### src/rtl/tone_gen_pkg.sv
// Shared constants for the multi-channel tone generator: register offsets,
// STAT bit positions and the default duration prescaler.
package tone_gen_pkg;

    // Per-channel word offsets within the {channel, reg} address
    localparam int unsigned REG_HALF  = 0;
    localparam int unsigned REG_DUR   = 1;
    localparam int unsigned REG_STAT  = 2;
    localparam int unsigned REG_IRQEN = 3;

    // STAT register bit positions
    localparam int unsigned ACTIVE = 0;
    localparam int unsigned DONE   = 1;
    localparam int unsigned STOP   = 2;

    // clk_125mhz cycles per 1 ms duration tick
    localparam int unsigned TICK_DIV_DEFAULT = 125000;

endpackage

### src/rtl/tone_channel.sv
// One tone channel: half-period, remaining duration, phase counter, active,
// sticky done, irq enable and the registered square-wave output.
module tone_channel
    import tone_gen_pkg::*;
#(
    parameter int unsigned CNT_W = 20,
    parameter int unsigned DUR_W = 16
) (
    input  logic             clk_125mhz,
    input  logic             reset,
    input  logic             tick_i,
    input  logic             wr_half_i,
    input  logic             wr_dur_i,
    input  logic             wr_stat_i,
    input  logic             wr_irqen_i,
    input  logic [31:0]      wdata_i,
    output logic [CNT_W-1:0] half_o,
    output logic [DUR_W-1:0] remaining_o,
    output logic             active_o,
    output logic             done_o,
    output logic             irq_en_o,
    output logic             tone_o
);

    logic [CNT_W-1:0] half_q, half_d;
    logic [CNT_W-1:0] phase_q, phase_d;
    logic [DUR_W-1:0] rem_q, rem_d;
    logic             active_q, active_d;
    logic             done_q, done_d;
    logic             irq_en_q, irq_en_d;
    logic             tone_q, tone_d;
    logic             expire;
    logic             unused_wdata;

    // Only the low bits of the bus word reach any register
    assign unused_wdata = ^wdata_i;

    // Next state: phase/duration first, then bus actions; start overrides all
    always_comb begin
        half_d   = half_q;
        phase_d  = phase_q;
        rem_d    = rem_q;
        active_d = active_q;
        done_d   = done_q;
        irq_en_d = irq_en_q;
        tone_d   = tone_q;
        expire   = 1'b0;

        if (active_q) begin
            if (half_q == '0) begin
                phase_d = '0;
                tone_d  = 1'b0;
            end else if (phase_q >= half_q - CNT_W'(1)) begin
                // >= so that a shrunk HALF wraps at once instead of running away
                phase_d = '0;
                tone_d  = ~tone_q;
            end else begin
                phase_d = phase_q + CNT_W'(1);
            end
            // remaining == 0 means play forever
            if (tick_i && (rem_q != '0)) begin
                if (rem_q == DUR_W'(1)) begin
                    expire = 1'b1;
                end else begin
                    rem_d = rem_q - DUR_W'(1);
                end
            end
        end

        if (expire) begin
            active_d = 1'b0;
            done_d   = 1'b1;
            tone_d   = 1'b0;
            phase_d  = '0;
        end else if (wr_stat_i && wdata_i[DONE]) begin
            done_d = 1'b0;
        end

        if (wr_stat_i && wdata_i[STOP]) begin
            active_d = 1'b0;
            tone_d   = 1'b0;
            phase_d  = '0;
        end

        if (wr_half_i) begin
            half_d = wdata_i[CNT_W-1:0];
        end
        if (wr_irqen_i) begin
            irq_en_d = wdata_i[0];
        end

        // A start beats a same-cycle expiry, so done keeps its old value
        if (wr_dur_i) begin
            active_d = 1'b1;
            phase_d  = '0;
            tone_d   = 1'b0;
            rem_d    = wdata_i[DUR_W-1:0];
            done_d   = done_q;
        end
    end

    // Channel state registers
    always_ff @(posedge clk_125mhz or posedge reset) begin
        if (reset) begin
            half_q   <= '0;
            phase_q  <= '0;
            rem_q    <= '0;
            active_q <= 1'b0;
            done_q   <= 1'b0;
            irq_en_q <= 1'b0;
            tone_q   <= 1'b0;
        end else begin
            half_q   <= half_d;
            phase_q  <= phase_d;
            rem_q    <= rem_d;
            active_q <= active_d;
            done_q   <= done_d;
            irq_en_q <= irq_en_d;
            tone_q   <= tone_d;
        end
    end

    assign half_o      = half_q;
    assign remaining_o = rem_q;
    assign active_o    = active_q;
    assign done_o      = done_q;
    assign irq_en_o    = irq_en_q;
    assign tone_o      = tone_q;

endmodule

### src/rtl/tone_gen_multi.sv
// Multi-channel memory-mapped square-wave tone generator: shared 1 ms
// prescaler, bus decode, read mux, tone mix and registered interrupt.
module tone_gen_multi
    import tone_gen_pkg::*;
#(
    parameter int unsigned NCH      = 2,
    parameter int unsigned CNT_W    = 20,
    parameter int unsigned DUR_W    = 16,
    parameter int unsigned TICK_DIV = TICK_DIV_DEFAULT
) (
    input  logic                   clk_125mhz,
    input  logic                   reset,
    input  logic                   cs,
    input  logic                   we,
    input  logic [$clog2(NCH)+1:0] addr,
    input  logic [31:0]            wdata,
    output logic [31:0]            rdata,
    output logic [NCH-1:0]         tone,
    output logic                   mix,
    output logic                   irq
);

    localparam int unsigned CH_W = (NCH > 1) ? $clog2(NCH) : 1;
    localparam int unsigned PW   = (TICK_DIV > 1) ? $clog2(TICK_DIV) : 1;

    logic [PW-1:0]    presc_q, presc_d;
    logic             tick;
    logic             irq_q, irq_d;
    logic [CH_W-1:0]  ch_sel;
    logic [1:0]       reg_sel;
    logic             ch_valid;
    logic             wr_en;

    logic [CNT_W-1:0] half_a [NCH];
    logic [DUR_W-1:0] rem_a  [NCH];
    logic [NCH-1:0]   active_v;
    logic [NCH-1:0]   done_v;
    logic [NCH-1:0]   ien_v;

    // Address split: upper bits pick the channel, low two bits the register
    if (NCH > 1) begin : g_ch_idx
        assign ch_sel = addr[$clog2(NCH)+1:2];
    end else begin : g_ch_one
        assign ch_sel = '0;
    end
    assign reg_sel  = addr[1:0];
    assign ch_valid = (32'(ch_sel) < 32'(NCH));
    assign wr_en    = cs & we & ch_valid;

    // Free-running prescaler; tick in the cycle it sits at TICK_DIV-1
    assign tick = (presc_q == PW'(TICK_DIV - 1));
    always_comb begin
        presc_d = tick ? '0 : presc_q + PW'(1);
    end

    // Interrupt follows done & enable one cycle late
    always_comb begin
        irq_d = |(done_v & ien_v);
    end

    // Prescaler and interrupt registers
    always_ff @(posedge clk_125mhz or posedge reset) begin
        if (reset) begin
            presc_q <= '0;
            irq_q   <= 1'b0;
        end else begin
            presc_q <= presc_d;
            irq_q   <= irq_d;
        end
    end

    for (genvar i = 0; i < NCH; i++) begin : g_ch
        logic sel;
        assign sel = wr_en && (ch_sel == CH_W'(i));

        tone_channel #(
            .CNT_W (CNT_W),
            .DUR_W (DUR_W)
        ) u_ch (
            .clk_125mhz  (clk_125mhz),
            .reset       (reset),
            .tick_i      (tick),
            .wr_half_i   (sel && (reg_sel == 2'(REG_HALF))),
            .wr_dur_i    (sel && (reg_sel == 2'(REG_DUR))),
            .wr_stat_i   (sel && (reg_sel == 2'(REG_STAT))),
            .wr_irqen_i  (sel && (reg_sel == 2'(REG_IRQEN))),
            .wdata_i     (wdata),
            .half_o      (half_a[i]),
            .remaining_o (rem_a[i]),
            .active_o    (active_v[i]),
            .done_o      (done_v[i]),
            .irq_en_o    (ien_v[i]),
            .tone_o      (tone[i])
        );
    end

    // Read mux; unused bits and out-of-range channels read 0
    always_comb begin
        rdata = '0;
        if (ch_valid) begin
            case (reg_sel)
                2'(REG_HALF):  rdata[CNT_W-1:0] = half_a[ch_sel];
                2'(REG_DUR):   rdata[DUR_W-1:0] = rem_a[ch_sel];
                2'(REG_STAT): begin
                    rdata[ACTIVE] = active_v[ch_sel];
                    rdata[DONE]   = done_v[ch_sel];
                end
                default:       rdata[0] = ien_v[ch_sel];
            endcase
        end
    end

    assign mix = |tone;
    assign irq = irq_q;

endmodule
### config.mk
export PLATFORM = sky130hd
export DESIGN_NAME = tone_gen_multi
export DESIGN_NICKNAME = d
export VERILOG_FILES = /design/src/rtl/tone_gen_pkg.sv /design/src/rtl/tone_channel.sv /design/src/rtl/tone_gen_multi.sv
export SDC_FILE = /design/constraint.sdc
export NUM_CORES = 1
export LEC_CHECK = 0
export ABC_AREA = 1
export CAP_MARGIN = 10
export CORE_AREA = 4 4 143 145
export CTS_BUF_LIST = sky130_fd_sc_hd__clkbuf_4 sky130_fd_sc_hd__clkbuf_8 sky130_fd_sc_hd__clkbuf_16
export CTS_CLUSTER_SIZE = 25
export DETAILED_ROUTE_END_ITERATION = 10
export DIE_AREA = 0 0 147 149
export PLACE_DENSITY = 0.76
export REMOVE_ABC_BUFFERS = 1
export SYNTH_ARGS = -nofsm -noshare
export SYNTH_HDL_FRONTEND = slang
export SYNTH_HIERARCHICAL = 1
export SYNTH_SLANG_ARGS = --single-unit
### constraint.sdc
create_clock -name clk_125mhz -period 3.1 [get_ports clk_125mhz]
set_clock_uncertainty 0.15 [all_clocks]
set_input_delay 0.62 -clock clk_125mhz [delete_from_list [all_inputs] [get_ports clk_125mhz]]
set_output_delay 0.62 -clock clk_125mhz [all_outputs]
set_load 0.005 [all_outputs]
=== Yosys cells after proc, flatten, opt, wreduce, memory -nomap -nowiden ===
Cells that the tools add are included.

* Reduce and logical (&&, ||, !) cells: 41
* Bitwise logic cells: 8
* Add/sub/neg operators: 7
* Multiplexer cells: 65
* Equality and inequality tests: 8
* Magnitude comparators: 4

{| class="wikitable"
|+ Operator list
! cell !! number
|-
| 20-bit 2-to-1 mux || 15
|-
| 16-bit 2-to-1 mux || 11
|-
| 20-bit by 1-bit adder with 20-bit output (second input constant) || 2
|-
| 20-bit greater-or-equal comparator || 2
|-
| 20-bit logical NOT || 2
|-
| 20-bit by 1-bit subtractor with 20-bit output (second input constant) || 2
|-
| 1-bit 2-to-1 mux || 34
|-
| 16-bit by 1-bit equality test with 1-bit output (second input constant) || 2
|-
| 16-bit nonzero test || 2
|-
| 16-bit by 1-bit subtractor with 16-bit output (second input constant) || 2
|-
| 14-bit one-hot mux with 2 select lines || 1
|-
| 17-bit by 1-bit adder with 17-bit output (second input constant) || 1
|-
| 17-bit equality test (second input constant) || 1
|-
| 17-bit 2-to-1 mux || 1
|-
| 1-bit logical AND || 16
|-
| 2-bit nonzero test || 6
|-
| 5-bit nonzero test || 2
|-
| 2-bit AND reduction || 4
|-
| 4-bit nonzero test || 2
|-
| 1-bit one-hot mux with 3 select lines || 2
|-
| 3-bit AND reduction || 2
|-
| 3-bit nonzero test || 2
|-
| 1-bit inverter || 5
|-
| 2-bit equality test (second input constant) || 2
|-
| 10 further kinds || 12
|}

* Flip-flop bits (word level): 138
* Output and inout port bits: 36
* Input port bits: 39
* Word-level logic and storage cells: 149

=== Longest topological paths before layout ===
Gate-level depths: netlist (run 1).

* Depth after elaboration: 8
* Gate-level depth with buffers: 20
* Mapped depth without buffers: 20

=== Modules after synthesis ===
The synthesis (run 1) kept the hierarchy.

{| class="wikitable"
|+ By module, submodules not included
! module !! instances !! sequential area each (µm²) !! area each (µm²) !! cells each
|-
| tone_channel (g_ch[0].u_ch) || 1 || 1,501.4 || 4,327.9 || 583
|-
| tone_channel (g_ch[1].u_ch) || 1 || 1,501.4 || 4,270.3 || 584
|-
| tone_gen_multi || 1 || 450.4 || 1,816.7 || 285
|}

=== Worst setup path after synthesis (run 1) ===
Ideal clock, no wire load.

* Path kind: reg2reg
* Start point: register g_ch[0].u_ch.half_q[0]
* End point: register g_ch[0].u_ch.phase_q[14]
* Setup slack: 158 ps
* Data arrival time: 2,675 ps
* Data required time: 2,833 ps
* Setup time: 117 ps
* Period minus slack after synthesis: 2,942 ps
* Path buffers: 1
* Cell stages (with the launch flop): 19
* Path through: dfrtp_1 > inv_1 > ha_1 > nand3_1 > nor3_1 > nand3_1 > xor2_1 > inv_1 > ha_1 > nand2_1 > nor2_1 > nand2_1 > nor2_1 > nand2_1 > nand4_1 > inv_1 > buf_4 > nand3_1 > nand2_1

* Word-level cells in the longest chain between the ends: 8
* Elaborated cells on any way between the ends: 9
* Classes of those cells: add/sub: 1; order compare: 1; mux: 6; reduce/logical: 1

{| class="wikitable"
|+ Ends and longest elaborated chain
! element !! line !! text
|-
| from (decl) || tone_channel.sv:25 || <nowiki>logic [CNT_W-1:0] half_q, half_d;</nowiki>
|-
| from (signal assigned) || tone_channel.sv:113 || <nowiki>half_q <= half_d;</nowiki>
|-
| 20-bit by 1-bit subtractor with 20-bit output || tone_channel.sv:53 || <nowiki>end else if (phase_q >= half_q - CNT_W'(1)) begin</nowiki>
|-
| 20-bit greater-or-equal comparator || tone_channel.sv:53 ||
|-
| 20-bit 2-to-1 mux || tone_channel.sv:53 ||
|-
| 20-bit 2-to-1 mux (*) || tone_channel.sv:50 || <nowiki>if (half_q == '0) begin</nowiki>
|-
| 20-bit 2-to-1 mux (*) || tone_channel.sv:49 || <nowiki>if (active_q) begin</nowiki>
|-
| 20-bit 2-to-1 mux (*) || tone_channel.sv:70 || <nowiki>if (expire) begin</nowiki>
|-
| 20-bit 2-to-1 mux (*) || tone_channel.sv:79 || <nowiki>if (wr_stat_i && wdata_i[STOP]) begin</nowiki>
|-
| 20-bit 2-to-1 mux (*) || tone_channel.sv:93 || <nowiki>if (wr_dur_i) begin</nowiki>
|-
| to (signal assigned) || tone_channel.sv:114 || <nowiki>phase_q <= phase_d;</nowiki>
|-
| to (decl) || tone_channel.sv:26 || <nowiki>logic [CNT_W-1:0] phase_q, phase_d;</nowiki>
|}

Every way passes the cells marked *; elsewhere a longest branch is shown, timed or not. The select of a mux whose other input is x is not followed.
A chain may end at the register's enable or synchronous reset.

=== Worst setup path in the final report (run 1) ===
* Start point: register g_ch[0].u_ch.half_q[1]
* End point: register g_ch[0].u_ch.phase_q[3]

Same word-level chain as after synthesis.

==> results of run 1 <==
-- cell type report --
cell class                      count  area [sq um]
Timing Repair Buffer              125          1110
Sequential cell                   138          3460
Clock inverter                      7           115
Multi-Input combinational cell   1101          6270
Fill cell                        1651          6730
Inverter                          185           694
Clock buffer                       25           498
Tap cell                          265           332
-- registers in the layout, summed over array words and instances (netlist names) --
| register | cells |
|---|---|
| g_ch.u_ch/active_o | 2 |
| g_ch.u_ch/done_o | 2 |
| g_ch.u_ch/half_o | 40 |
| g_ch.u_ch/irq_en_o | 2 |
| g_ch.u_ch/phase_q | 40 |
| g_ch.u_ch/remaining_o | 32 |
| g_ch.u_ch/tone_o | 2 |
| irq | 1 |
| presc_q | 17 |
-- metal layers --
| layer | routed length, um | GRT usage | share of wire | vias to the layer above |
|---|---|---|---|---|
| met4 | 869 | 0.0820 | 0.029 | 0 |
| met3 | 1920 | 0.0441 | 0.065 | 70 |
| met5 | 0 | 0 | 0 | - |
| met2 | 14000 | 0.436 | 0.47 | 347 |
| met1 | 13000 | 0.365 | 0.44 | 4652 |
| li1 | - | - | - | 4840 |
-- repair_timing --
item | in CTS | in global routing
gates resized for setup | 7 | 72
setup buffers | 0 | 22
cloned | 0 | 3
pin swaps | 1 | 47
setup endpoints to repair | 21 | 42
-- how the worst max path moves through the flow --
| stage | end | start | slack (ps) |
|---|---|---|---|
| 6_report | g_ch[0].u_ch/phase_q[3] | g_ch[0].u_ch/half_o[1] | -9 |
| 3_3_place_gp | rdata[17] | addr[1] | -60 |
| 5_1_grt | g_ch[0].u_ch/phase_q[16] | g_ch[0].u_ch/half_o[1] | -240 |
| 3_5_place_dp | rdata[17] | addr[1] | -50 |
| 2_1_floorplan | g_ch[0].u_ch/tone_o | addr[2] | 70 |
| 4_1_cts | g_ch[1].u_ch/phase_q[19] | g_ch[1].u_ch/half_o[3] | 4 |
-- layout by cell type, fill, tap and decap left out, types with 4 or more instances in the layout --
master / instances
nand3_2: 15
conb_1: 12
dfrtp_1: 132
nand2_4: 7
a21oi_1: 25
nand3b_1: 9
o211ai_2: 4
nor3_1: 19
mux2i_1: 14
nand2_1: 378
clkbuf_4: 6
buf_4: 68
o211ai_1: 13
ha_1: 49
buf_6: 4
or2_2: 4
nor2_2: 31
nor2_1: 154
nand4_1: 20
nand2_2: 34
xor2_1: 72
dfrtp_2: 6
o22ai_1: 14
inv_1: 158
clkbuf_16: 18
o21ai_1: 11
mux2_2: 6
clkdlybuf4s50_1: 46
o21ai_0: 62
nand3_1: 87
inv_2: 26
xnor2_1: 8
nor2_4: 16
-- per-stage QoR --
step	hold slack, ps	std cells	power [mW]
2_1_floorplan	319	1422	3.89
3_3_place_gp	355	1789	4.62
3_5_place_dp	367	1789	4.69
4_1_cts	380	1821	6.88
5_1_grt	398	1846	7.53
6_report	382	1846	7.10
-- critical path, stage by stage, from the launching register on --
cell and delay (ps):
dfrtp_1 410, nor2_1 110, inv_1 70, nor2_2 130, nand2_1 100, nor2_2 150, nand3_2 110, nor2_2 150
nand3_1 100, xor2_1 160, ha_1 320, nand2_2 80, nor2_4 130, nand2_2 70, inv_1 70, nand2_1 70
nand4_1 180, inv_2 100, clkbuf_16 180, nand3b_1 80, nand2_1 50
-- cell families after synthesis --
group	count (synthesis)	share of synthesized area
AOI/OAI and AO/OA	146	0.0833
xor gates and xnor gates	80	0.0673
adders and majority gates	51	0.0613
buffers and inverters	226	0.0906
DFF	138	0.332
muxes	20	0.0199
other	1	0.000360
and+or+nand+nor	790	0.346
-- where the power goes --
part | total [mW] | switching [mW] | leakage (nW) | internal, mW
clock | 2.17 | 0.806 | 0.302 | 1.36
combinational | 2.36 | 1.37 | 4.15 | 0.988
sequential | 2.57 | 0.456 | 1.75 | 2.12
==> impl_metrics.py, run 1 <==
metrics = {
    "layout": {
        "drive_gt1_frac": 0.175,
        "final_area_sq_mm": 0.0125,
        "antenna_cells": 0,
        "fin_util": 0.650,
        "synthToLayoutAreaGrowth_pct": 19.8,
        "final_net_count": 1658,
    },
    "min_path": {
        "min_to": "presc_q[0]",
        "hold_depth": 1,
        "hp-start": "presc_q[0]",
        "hold_path_class": "flip-flop to flip-flop",
    },
    "worst_setup_path": {
        "reg2regPathDepth": 20,
        "reg2reg_slack_ps": -9,
        "cp_data_required_time_ps": 3270,
        "crit_path_start_kind": "flip-flop",
        "worstPathArrival_ps": 3280,
        "worstSetupPathType": "flip-flop to flip-flop",
        "rr_endpoint": "g_ch[0].u_ch/phase_q[3]",
        "worstPathMaxFanout": 8,
        "crit-reg2reg-launch": "g_ch[0].u_ch/half_o[1]",
        "critPathCaptureType": "flip-flop",
    },
    "clock_tree": {
        "worstSkewPairLatency_ps": 420,
        "cts_buffer_depth": 2,
        "clk_pin_slew_worst_paths_ps": 60,
        "htreeDepth": 4,
        "cts_tree": "done",
        "cts_sinks": 138,
        "cts_hold_buf": 0,
        "numCtsBuffers": 17,
        "root_buffer": "clkbuf_16",
    },
    "grt": {
        "grt_use_total": 0.266,
        "grt_pass1_vias": 9146,
        "grt_overflow_total": 0,
        "grt_antenna_before_repair": 0,
        "grt_start_max_net_pins": 61,
        "grt_pass1_wl_um": 46800,
    },
    "timing": {
        "fmax_ghz": 0.322,
        "min_period_ps": 3110,
        "finalSetupViolations": 1,
        "relSlewSlack": 0.499,
        "slew_viol_final": 0,
        "fin_crit_sh": 1.00,
        "rsz0062_at_grt": "true",
        "tightest_slew_ps": 751,
        "fin_ws_ps": -8.60,
        "tns_ps": -8.60,
        "hold_viol_final": 0,
    },
    "yosys": {
        "synthDistinctLibCells": 51,
        "synth_top_cells_by_count": "nand2_1 (398), nor2_1 (173), inv_1 (170)",
        "synth_area_leaders": "dfrtp_1 (33%), nand2_1 (14%), nor2_1 (6.2%), ha_1 (6.1%), inv_1 (6.1%)",
        "yosysWarnings": 6,
        "synth_largest_area_cell": "dfrtp_1",
        "syn_area_sq_mm": 0.0104,
        "synth-seq-area-share": 0.332,
        "avgSynthCellArea_sq_um": 7.17,
        "syn-instance-count": 1452,
        "synth_seq_cells": 138,
        "synth_most_common_cell": "nand2_1",
        "synthArstFlopShare": 1.00,
        "synth_edf_count": 0,
        "synth_largest_type_area_fraction": 0.332,
        "synth_ff_type": "dfrtp_1",
    },
    "place": {
        "dp_hpwl_um": 21700,
        "place_congestion": 0.979,
        "place_ws_ps": -53.0,
        "portBuffers": 50,
        "placed_area_sq_mm": 0.0115,
    },
    "die": {
        "initial_core_util": 0.542,
        "dieHeight_um": 149,
        "dieArea_sq_mm": 0.0219,
        "die_x_um": 147,
        "num_io_pins": 75,
        "core_sq_mm": 0.0192,
        "num_rows": 51,
    },
    "route": {
        "wire_per_inst_um": 16.1,
        "final_antenna_net_count": 0,
        "wl_um": 29700,
        "vias": 9909,
        "drc_errors": 0,
        "via_per_inst": 5.37,
        "first_iter_violations": 824,
        "first_pass_iters": 5,
    },
    "status": {
        "violations": "setup timing",
        "status": "finished with violations",
    },
    "power": {
        "total_leakage_power_nw": 6.20,
        "peakVddDrop_mv": 0.436,
        "powerDensity_mw_per_mm2": 569,
    },
    "job": {
        "maxCapViolations": 0,
    },
}
(Power assumes the default switching activity.)
==> inputs of run 2 (changes only) <==
- SLEW_MARGIN: not set -> 5
==> results of run 2 <==
Final layout, timing and power as in run 1 (identical DEF).
==> inputs of run 3 (changes only) <==
- SLEW_MARGIN: 5 -> not set
==> results of run 3 <==
Final layout, timing and power as in run 1 (identical DEF).
